$ cat src/rtl/int_sched_pkg.sv
// Shared types and helpers for the interrupt scheduler.
// Latency: n/a (declarations only).
// Backpressure: n/a.
package int_sched_pkg;

  // Default number of maskable sources; the urgent source sits just above them.
  localparam int NUM_SRC_DEF = 8;
  localparam int URGENT_BIT  = NUM_SRC_DEF;

  typedef enum logic [1:0] {
    IDLE,
    SEL,
    REQ,
    RET
  } schedState_t;

  // Successor index with wrap back to 0 after n-1.
  function automatic int unsigned wrapNext(input int unsigned idx, input int unsigned n);
    return (idx + 1 >= n) ? 0 : idx + 1;
  endfunction

endpackage

$ cat src/rtl/rr_priority_pick.sv
// Purpose: pick first set request at/above a start pointer (rr) or from index 0 (fixed).
// Latency: combinational.
// Backpressure: none; result is valid whenever any request bit is set.
// Ports: reqVec (candidates), startPtr (rr start index), rrMode (1 = round-robin),
//        pickVld (any candidate), pickId (winning index).
module rr_priority_pick
  import int_sched_pkg::*;
#(
  parameter int NUM_SRC = NUM_SRC_DEF,
  parameter int ID_W    = $clog2(NUM_SRC)
) (
  input  logic [NUM_SRC-1:0] reqVec,
  input  logic [ID_W-1:0]    startPtr,
  input  logic               rrMode,
  output logic               pickVld,
  output logic [ID_W-1:0]    pickId
);

  logic [ID_W-1:0]    base;
  logic [NUM_SRC-1:0] rotated;
  logic [ID_W-1:0]    offset;

  always_comb begin
    base    = rrMode ? startPtr : '0;
    // Concatenating the vector with itself turns the rotate into a plain shift;
    // bit 0 of the result is the candidate at the start pointer.
    rotated = NUM_SRC'({reqVec, reqVec} >> base);
    pickVld = |reqVec;
    offset  = '0;
    for (int i = NUM_SRC - 1; i >= 0; i--) begin
      if (rotated[i]) offset = ID_W'(i);
    end
    // NUM_SRC is a power of two, so the ID_W-bit add wraps modulo NUM_SRC.
    pickId = base + offset;
  end

endmodule

$ cat src/rtl/int_priority_sched.sv
// Purpose: latch interrupt events, mask/enable them, pick one winner (urgent > fixed/rr)
//          and present it to the processor over a req/ack handshake, then retire it.
// Latency: event -> Cpu_IntReq in 3 cycles; ack -> Cpu_IntReq low in 2, next req at ack+4.
// Backpressure: a granted request is held unchanged until Cpu_IntAck; new events queue as pending bits.
// Ports: Sys_Clock/Sys_Reset (sync, active-high); Src_IntReq/Src_Urgent event pulses;
//        Cfg_* mask, enable, mode and pending clear; Cpu_Int* handshake; Sts_Pending {urgent, sources}.
module int_priority_sched
  import int_sched_pkg::*;
#(
  parameter int NUM_SRC = NUM_SRC_DEF,
  parameter int ID_W    = $clog2(NUM_SRC)
) (
  input  logic               Sys_Clock,
  input  logic               Sys_Reset,
  input  logic [NUM_SRC-1:0] Src_IntReq,
  input  logic               Src_Urgent,
  input  logic               Cfg_Enable,
  input  logic [NUM_SRC-1:0] Cfg_Mask,
  input  logic               Cfg_RoundRobin,
  input  logic [NUM_SRC-1:0] Cfg_PendClr,
  output logic               Cpu_IntReq,
  output logic               Cpu_IntUrgent,
  output logic [ID_W-1:0]    Cpu_IntId,
  input  logic               Cpu_IntAck,
  output logic [NUM_SRC:0]   Sts_Pending
);

  schedState_t        state;
  logic [NUM_SRC-1:0] pendSrc;
  logic               pendUrg;
  logic [ID_W-1:0]    rrPtr;
  logic [ID_W-1:0]    selId;
  logic               selUrgent;
  logic               selRr;
  logic [NUM_SRC-1:0] eligSrc;
  logic [NUM_SRC-1:0] retireClr;
  logic               retireUrg;
  logic               pickVld;
  logic [ID_W-1:0]    pickId;

  // Masked sources stay pending but are invisible to the picker.
  assign eligSrc = Cfg_Enable ? (pendSrc & ~Cfg_Mask) : '0;

  rr_priority_pick #(
    .NUM_SRC (NUM_SRC),
    .ID_W    (ID_W)
  ) uPick (
    .reqVec   (eligSrc),
    .startPtr (rrPtr),
    .rrMode   (Cfg_RoundRobin),
    .pickVld  (pickVld),
    .pickId   (pickId)
  );

  always_comb begin
    retireClr = '0;
    if (state == RET && !selUrgent) retireClr[selId] = 1'b1;
  end

  assign retireUrg = (state == RET) && selUrgent;

  // Set wins over any clear, so an event landing on its own retire cycle is kept.
  always_ff @(posedge Sys_Clock) begin
    if (Sys_Reset) begin
      pendSrc <= '0;
      pendUrg <= 1'b0;
    end else begin
      pendSrc <= Src_IntReq | (pendSrc & ~(Cfg_PendClr | retireClr));
      pendUrg <= Src_Urgent | (pendUrg & ~retireUrg);
    end
  end

  assign Sts_Pending = {pendUrg, pendSrc};

  always_ff @(posedge Sys_Clock) begin
    if (Sys_Reset) begin
      state         <= IDLE;
      Cpu_IntReq    <= 1'b0;
      Cpu_IntUrgent <= 1'b0;
      Cpu_IntId     <= '0;
      rrPtr         <= '0;
      selId         <= '0;
      selUrgent     <= 1'b0;
      selRr         <= 1'b0;
    end else begin
      case (state)
        IDLE: begin
          // Mode is captured with the winner so a later mode change cannot
          // affect how this grant updates the pointer.
          if (pendUrg) begin
            selUrgent <= 1'b1;
            selId     <= '0;
            selRr     <= Cfg_RoundRobin;
            state     <= SEL;
          end else if (pickVld) begin
            selUrgent <= 1'b0;
            selId     <= pickId;
            selRr     <= Cfg_RoundRobin;
            state     <= SEL;
          end
        end
        SEL: begin
          Cpu_IntReq    <= 1'b1;
          Cpu_IntUrgent <= selUrgent;
          Cpu_IntId     <= selId;
          state         <= REQ;
        end
        REQ: begin
          // No withdrawal: only the acknowledge moves us on.
          if (Cpu_IntAck) state <= RET;
        end
        RET: begin
          Cpu_IntReq <= 1'b0;
          if (selRr && !selUrgent)
            rrPtr <= ID_W'(wrapNext(32'(selId), 32'(NUM_SRC)));
          state <= IDLE;
        end
        default: state <= IDLE;
      endcase
    end
  end

endmodule
$ cat config.mk
export PLATFORM = sky130hd
export DESIGN_NAME = int_priority_sched
export DESIGN_NICKNAME = d
export VERILOG_FILES = /design/src/rtl/int_sched_pkg.sv /design/src/rtl/rr_priority_pick.sv /design/src/rtl/int_priority_sched.sv
export SDC_FILE = /design/constraint.sdc
export NUM_CORES = 1
export LEC_CHECK = 0
export BUFFER_PORTS_ARGS = -buffer_cell sky130_fd_sc_hd__buf_2
export CAP_MARGIN = 20
export CORE_ASPECT_RATIO = 0.7
export CORE_MARGIN = 10
export CORE_UTILIZATION = 47
export DETAILED_ROUTE_END_ITERATION = 6
export MAX_ROUTING_LAYER = met4
export PLACE_DENSITY = 0.83
export SETUP_SLACK_MARGIN = 0.2
export SYNTH_ARGS = -nofsm -noshare
export SYNTH_HDL_FRONTEND = slang
export SYNTH_SLANG_ARGS = --single-unit
$ cat constraint.sdc
create_clock -name Sys_Clock -period 3 [get_ports Sys_Clock]
set_clock_uncertainty 0.05 [all_clocks]
set_input_delay 0.15 -clock Sys_Clock [delete_from_list [all_inputs] [get_ports Sys_Clock]]
set_output_delay 0.15 -clock Sys_Clock [all_outputs]
set_load 0.1 [all_outputs]
* Word-level counts from Yosys, hierarchy flattened
Cells that the tools add are included.
Word-level totals: logic and storage cells 67, flip-flop bits (word level) 24
Cells by class: muxes and demuxes 25, equality and inequality tests 5, shift operators 1, add/subtract/negate cells 2, magnitude comparators 3, reductions and logical operators 12, bitwise gates (word level) 9
Operators with widths (count):
- $mux 3 | 12
- $and 8x8->8 | 2
- $mux 8 | 2
- $not 8->8 | 2
- $or 8x8->8 | 2
- $shr 16x3->8 | 1
- $pmux 2 s4 | 1
- $reduce_or 8->1 | 1
- $mux 2 | 3
- $reduce_and 2->1 | 3
- $mux 1 | 5
- $add 3x1->4 const B | 1
- $eq 2x2->1 const B | 2
- $ge 4x4->1 const B | 1
- $logic_and 1x1->1 | 4
- $lt 3x4->1 const B | 1
- $reduce_bool 2->1 | 2
- $add 3x3->3 | 1
- $demux 1 s3 | 1
- $ge 3x1->1 const B | 1
- $ne 3x3->1 const B | 1
- $eq 2x1->1 const B | 1
- $logic_not 2->1 | 1
- $ne 2x2->1 const B | 1
- other kinds (5) | 5

* Depth between registers and ports, before layout
depth in word-level cells 15, mapped depth 14, mapped depth without buffers 13

* By module
A second synthesis with hierarchy kept.
Unflattened totals: cells, all modules 176, area, all modules 1644.1 um^2
By module, submodules not included:
- int_priority_sched | instances 1, area each 1166.1 um^2, cells an instance 134
- rr_priority_pick | instances 1, area each 478.0 um^2, cells an instance 42

* Least setup slack after synthesis
No wires, ideal clock.
path type reg2reg, from register pendSrc[2], to register selId[2], data arrival time 3.302 ns, buffers on the path 0, path slack -0.445 ns, required time 2.857 ns, library setup time 0.093 ns, stages on the path, launching flop included 14, cell sequence dfxtp_1 > nand3b_1 > o22ai_1 > nor3_4 > nor2_1 > a221oi_2 > a211oi_1 > o32ai_1 > ha_1 > fa_1 > xnor2_1 > nor4_1 > o2111ai_1 > o311ai_2
Between the ends: word-level cells in the longest chain between the ends 14
Ends and longest elaborated chain:
- start, declared | line int_priority_sched.sv:29 | logic [NUM_SRC-1:0] pendSrc;
- start signal, assigned | line int_priority_sched.sv:68 | pendSrc <= Src_IntReq | (pendSrc & ~(Cfg_PendClr | retireClr));
- $and 8x8->8 (*) | line int_priority_sched.sv:42 | assign eligSrc = Cfg_Enable ? (pendSrc & ~Cfg_Mask) : '0;
- $mux 8 (*) | line int_priority_sched.sv:42
- $shr 16x3->8 | line rr_priority_pick.sv:27 | rotated = NUM_SRC'({reqVec, reqVec} >> base);
- $mux 3 (8 in a row) | line rr_priority_pick.sv:31 | if (rotated[i]) offset = ID_W'(i);
- $add 3x3->3 | line rr_priority_pick.sv:34 | pickId = base + offset;
- $mux 3 | line int_priority_sched.sv:95 | end else if (pickVld) begin
- $mux 3 | line int_priority_sched.sv:90 | if (pendUrg) begin
- end signal, assigned | line int_priority_sched.sv:97 | selId <= pickId;
- end, declared | line int_priority_sched.sv:32 | logic [ID_W-1:0] selId;
Mark *: on every way between the ends. The rest lies on a longest branch, timed or not. The select of a mux whose other input is x is not followed. A chain may end at the register's enable or synchronous reset.

* Worst setup path in the final report
from register rrPtr[1], to register selId[2]
Between the ends: word-level cells in the longest chain between the ends 13
Ends and longest elaborated chain:
- start, declared | line int_priority_sched.sv:31 | logic [ID_W-1:0] rrPtr;
- start signal, assigned | line int_priority_sched.sv:115 | rrPtr <= ID_W'(wrapNext(32'(selId), 32'(NUM_SRC)));
- $mux 3 (*) | line rr_priority_pick.sv:24 | base = rrMode ? startPtr : '0;
- $shr 16x3->8 | line rr_priority_pick.sv:27
- $mux 3 (8 in a row) | line rr_priority_pick.sv:31
- $add 3x3->3 (*) | line rr_priority_pick.sv:34
- $mux 3 (*) | line int_priority_sched.sv:95
- $mux 3 (*) | line int_priority_sched.sv:90
Marked as above.

==> results.txt <==
- Run status: finished, violations left
- The final reports fail on negative setup slack.
- In this run the remaining antenna-violating nets after routing total 0.
- Post-synthesis instance total: 212
- STA classifies the critical path startpoint as a flop.
* Count of H-tree levels built during CTS: 1
- Initial Util: 48.2%
- Total clock buffers created by CTS: 3
* Synthesized Nets: 250
- Pin count of the biggest net entering global routing: 27
- After clock tree synthesis, the clock-pin slew on the worst setup and hold paths is 0.09 ns.
* Overall routing resource usage: 14.8%
- WL per Instance: 16.5 um
* Cell at the root of the clock tree: sky130_fd_sc_hd__clkbuf_8
- Yosys mapped the design onto 52 distinct sky130hd cell types.
- Total congestion overflow after global routing: 0
- I/O pins: 44
- The worst setup path is of the reg2reg kind.
* Buffer levels on the longest clock path: 2
- In the final timing run, aggregate negative setup slack is -0.106 ns.
- Unrepaired setup endpoints after global routing: yes
- Proportion of total power due to net switching: 41.9%
- Final Instance Area: 2220 um2
- Tightest Hold Check Type: in2reg
* Final hold viol count: 0
- Dpl hpwl: 3.59 mm
* Relative contribution of the clock network to total power: 19.5%
- For this block, the via count after detailed routing is 1,768.
- Sequential fraction of design power: 39.4%
- In this run the cell area of the synthesized design comes to 1680 um2.
- In the finished design, the share of the clock period the worst path needs comes to 102%.
* Via count of the first global-routing pass: 1,676
- The design draws 1010 uW.
- Metal2 WL: 2.45 mm
- Fin cells: 313
- The floorplan step defined a core boundary enclosing 3490 um2.
* Routed wire length: 5.16 mm
- For this design the ratio of total power to cell area is 453 nW/um2.
- In the synthesized netlist the async set-or-reset flop fraction comes to 0%.
- Flip-flop and latch count after synthesis: 24
- Dividing the detail-routed via count by the number of cells gives 5.65.
- The tool flagged a number of max-cap violations equal to 0.
- Total inserted antenna cells: 0
* Std-Cell Rows: 18
- Fillers: 297
* Routed met3 length: 327 um
- Leakage power figure: 0.000958 uW
- Placer's final routability congestion estimate: 0.966
- Area of the die: 6420 um2
- Proportion of synthesized chip area in sequential cells: 28.5%
- Highest metal used: met4
- In the routed design, unresolved DRC markers number 0.
- Achievable frequency: 326 MHz
* Synthesized area per cell: 7.94 um2
- Portion of total power attributed to combinational logic: 41.1%
- For this design the total switching power over the nets is 422 uW.
* Number of flops mapped to enable cells by yosys: 0
* Number of warnings issued by yosys: 0
- The detailed router put a total of 2.26 mm of wire on met1.
- VDD sags by at most 0.000442 V.
- Ratio of cells with drive above 1 in the final layout: 39.5%
- Along the worst path, the maximum fanout reaches 8.
- Number of clock sinks seen by CTS: 24
- The die is 70.1 um tall.
- PnR worst setup slack: -0.0719 ns
* Primary FF master, synth: sky130_fd_sc_hd__dfxtp_1
- Port buffering added 43 buffers.
- Worst max-slew margin expressed relative to the limit: 60.9%
- Clk_lat worst skew: 0.27 ns
- Cell-internal power: 585 uW
- The max-slew violation count came to 0.
* Cell count after placement: 300
* Worst Max-Slew Pin Slew: 0.578 ns
- Required time reported for the critical path endpoint: 3.13 ns
- Setup violations remaining at the end of the flow were counted as 2.
* Arrival @ worst endpoint: 3.20 ns
* Initial detailed-routing violation count: 133
- Post-Place Cell Area: 1980 um2
- Antenna violations before repair: 0
- Clock tree from TritonCTS: done
- Die X: 91.5 um
* Type of element capturing the critical path: flop
- Number of nets in the final layout: 302
* Core occupancy in the finished layout: 63.7%
- The first TritonRoute pass finished after 4 iterations.
- For the finished layout, the period the worst path requires is 3.07 ns.
- From synthesis to final layout, the design area changed by 32.0%.
- The first global-routing pass estimated 7.90 mm of wire.
[registers in the layout (all words and copies together) (netlist names), 2 cells and up]
register,count
state,2
pendSrc,8
rrPtr,3
Cpu_IntId,3
selId,3
[logic make-up after synthesis]
| kind of cell | count (synthesis) | share of synthesized area [%] |
|---|---|---|
| AOI/OAI and AO/OA | 45 | 20.0 |
| xor gates and xnor gates | 1 | 0.520 |
| adders and majority gates | 8 | 6.39 |
| buffers and inverters | 22 | 6.02 |
| DFF | 24 | 28.5 |
| muxes | 8 | 4.83 |
| and+or+nand+nor | 104 | 33.7 |
[path summary, 6_finish.rpt]
path,end,depth (start not counted),startpoint,slack (ns)
worst max-delay path,selId[2],14,rrPtr[1],-0.07
worst min-delay path,pendSrc[1],3,Src_IntReq[1],0.03
worst max register to register,selId[2],14,rrPtr[1],-0.07
worst min register to register,Cpu_IntReq,2,Cpu_IntReq,0.43
[metal layers]
| metal | vias to the layer above | track usage [%] |
|---|---|---|
| met5 | - | - |
| met4 | 0 | 5.55 |
| met3 | 15 | 3.09 |
| met2 | 81 | 22.8 |
| met1 | 805 | 18.5 |
| li1 | 867 | - |
[layout by cell type, fill, tap and decap left out, drive strengths merged, types with 2 or more instances in the layout]
master	instances
a21oi	11
a211oi	4
ha	7
nand3	4
o221ai	4
nor2b	3
nand3b	14
and2	2
o22a	2
a31oi	8
nand2b	5
dfxtp	24
nand4	2
nand2	19
nor3	6
or3	3
clkbuf	4
buf	57
nor2	35
inv	12
o22ai	7
nor3b	5
mux2i	7
[Yosys cell counts (4+ instances only)]
library cell | instances | area, um2
sky130_fd_sc_hd__nor2_1 | 34 | 128
sky130_fd_sc_hd__dfxtp_1 | 24 | 480
sky130_fd_sc_hd__nand2_1 | 18 | 67.6
sky130_fd_sc_hd__nand3b_1 | 13 | 97.6
sky130_fd_sc_hd__inv_1 | 12 | 45.0
sky130_fd_sc_hd__a21oi_1 | 11 | 55.1
sky130_fd_sc_hd__a31oi_1 | 8 | 50.1
sky130_fd_sc_hd__ha_1 | 7 | 87.6
sky130_fd_sc_hd__mux2i_1 | 7 | 70.1
sky130_fd_sc_hd__o22ai_1 | 7 | 43.8
sky130_fd_sc_hd__nand2b_1 | 5 | 31.3
sky130_fd_sc_hd__nor3_1 | 5 | 25.0
sky130_fd_sc_hd__nor3b_1 | 5 | 37.5
sky130_fd_sc_hd__a211oi_1 | 4 | 30.0
sky130_fd_sc_hd__nand3_1 | 4 | 20.0
[power groups by stage]
stage / Combinational [uW] / Sequential, uW / Clock, uW
floorplan: 221 / 500 / 0
global placement: 390 / 402 / 0
detailed placement: 397 / 405 / 0
CTS: 401 / 396 / 200
global route: 449 / 403 / 212
finish: 414 / 397 / 196
[repair_timing]
| item | CTS | global route |
|---|---|---|
| resized for setup | 8 | 19 |
| endpoints found under the setup margin | 3 | 3 |
| pin swaps | 2 | 12 |
| buffers inserted | 3 | 6 |
| hold buffers | 0 | 0 |
[cell type report]
| class | instances | area (um2) | share of cell area (%) |
|---|---|---|---|
| Clock buffer | 4 | 45.0 | 2.03 |
| Tap cell | 50 | 62.6 | 2.81 |
| Inverter | 12 | 45.0 | 2.03 |
| Sequential cell | 24 | 518 | 23.3 |
| Timing Repair Buffer | 57 | 324 | 14.6 |
| Multi-Input combinational cell | 166 | 1230 | 55.3 |
[through the flow]
stage	hold WS, ns	worst slack (ns)
5_1_grt	0.0423	-0.219
4_1_cts	0.0248	0.0365
2_1_floorplan	0.216	0.201
6_report	0.0274	-0.0719
3_5_place_dp	0.311	-0.117
3_3_place_gp	0.305	0.00285
[critical path, cell delays in order, from the launching register on]
cell and delay [ns]:
sky130_fd_sc_hd__dfxtp_4 0.39, sky130_fd_sc_hd__nand3b_1 0.23, sky130_fd_sc_hd__buf_6 0.17, sky130_fd_sc_hd__o22ai_2 0.20, sky130_fd_sc_hd__nor2_2 0.09, sky130_fd_sc_hd__a21oi_2 0.17
sky130_fd_sc_hd__o22ai_2 0.12, sky130_fd_sc_hd__a211oi_2 0.23, sky130_fd_sc_hd__o32ai_2 0.12, sky130_fd_sc_hd__ha_2 0.21, sky130_fd_sc_hd__fa_2 0.35, sky130_fd_sc_hd__xnor2_2 0.15
sky130_fd_sc_hd__nor4_1 0.23, sky130_fd_sc_hd__o2111ai_1 0.17, sky130_fd_sc_hd__o311ai_2 0.10
No activity file was read; power rests on OpenSTA's default activity.
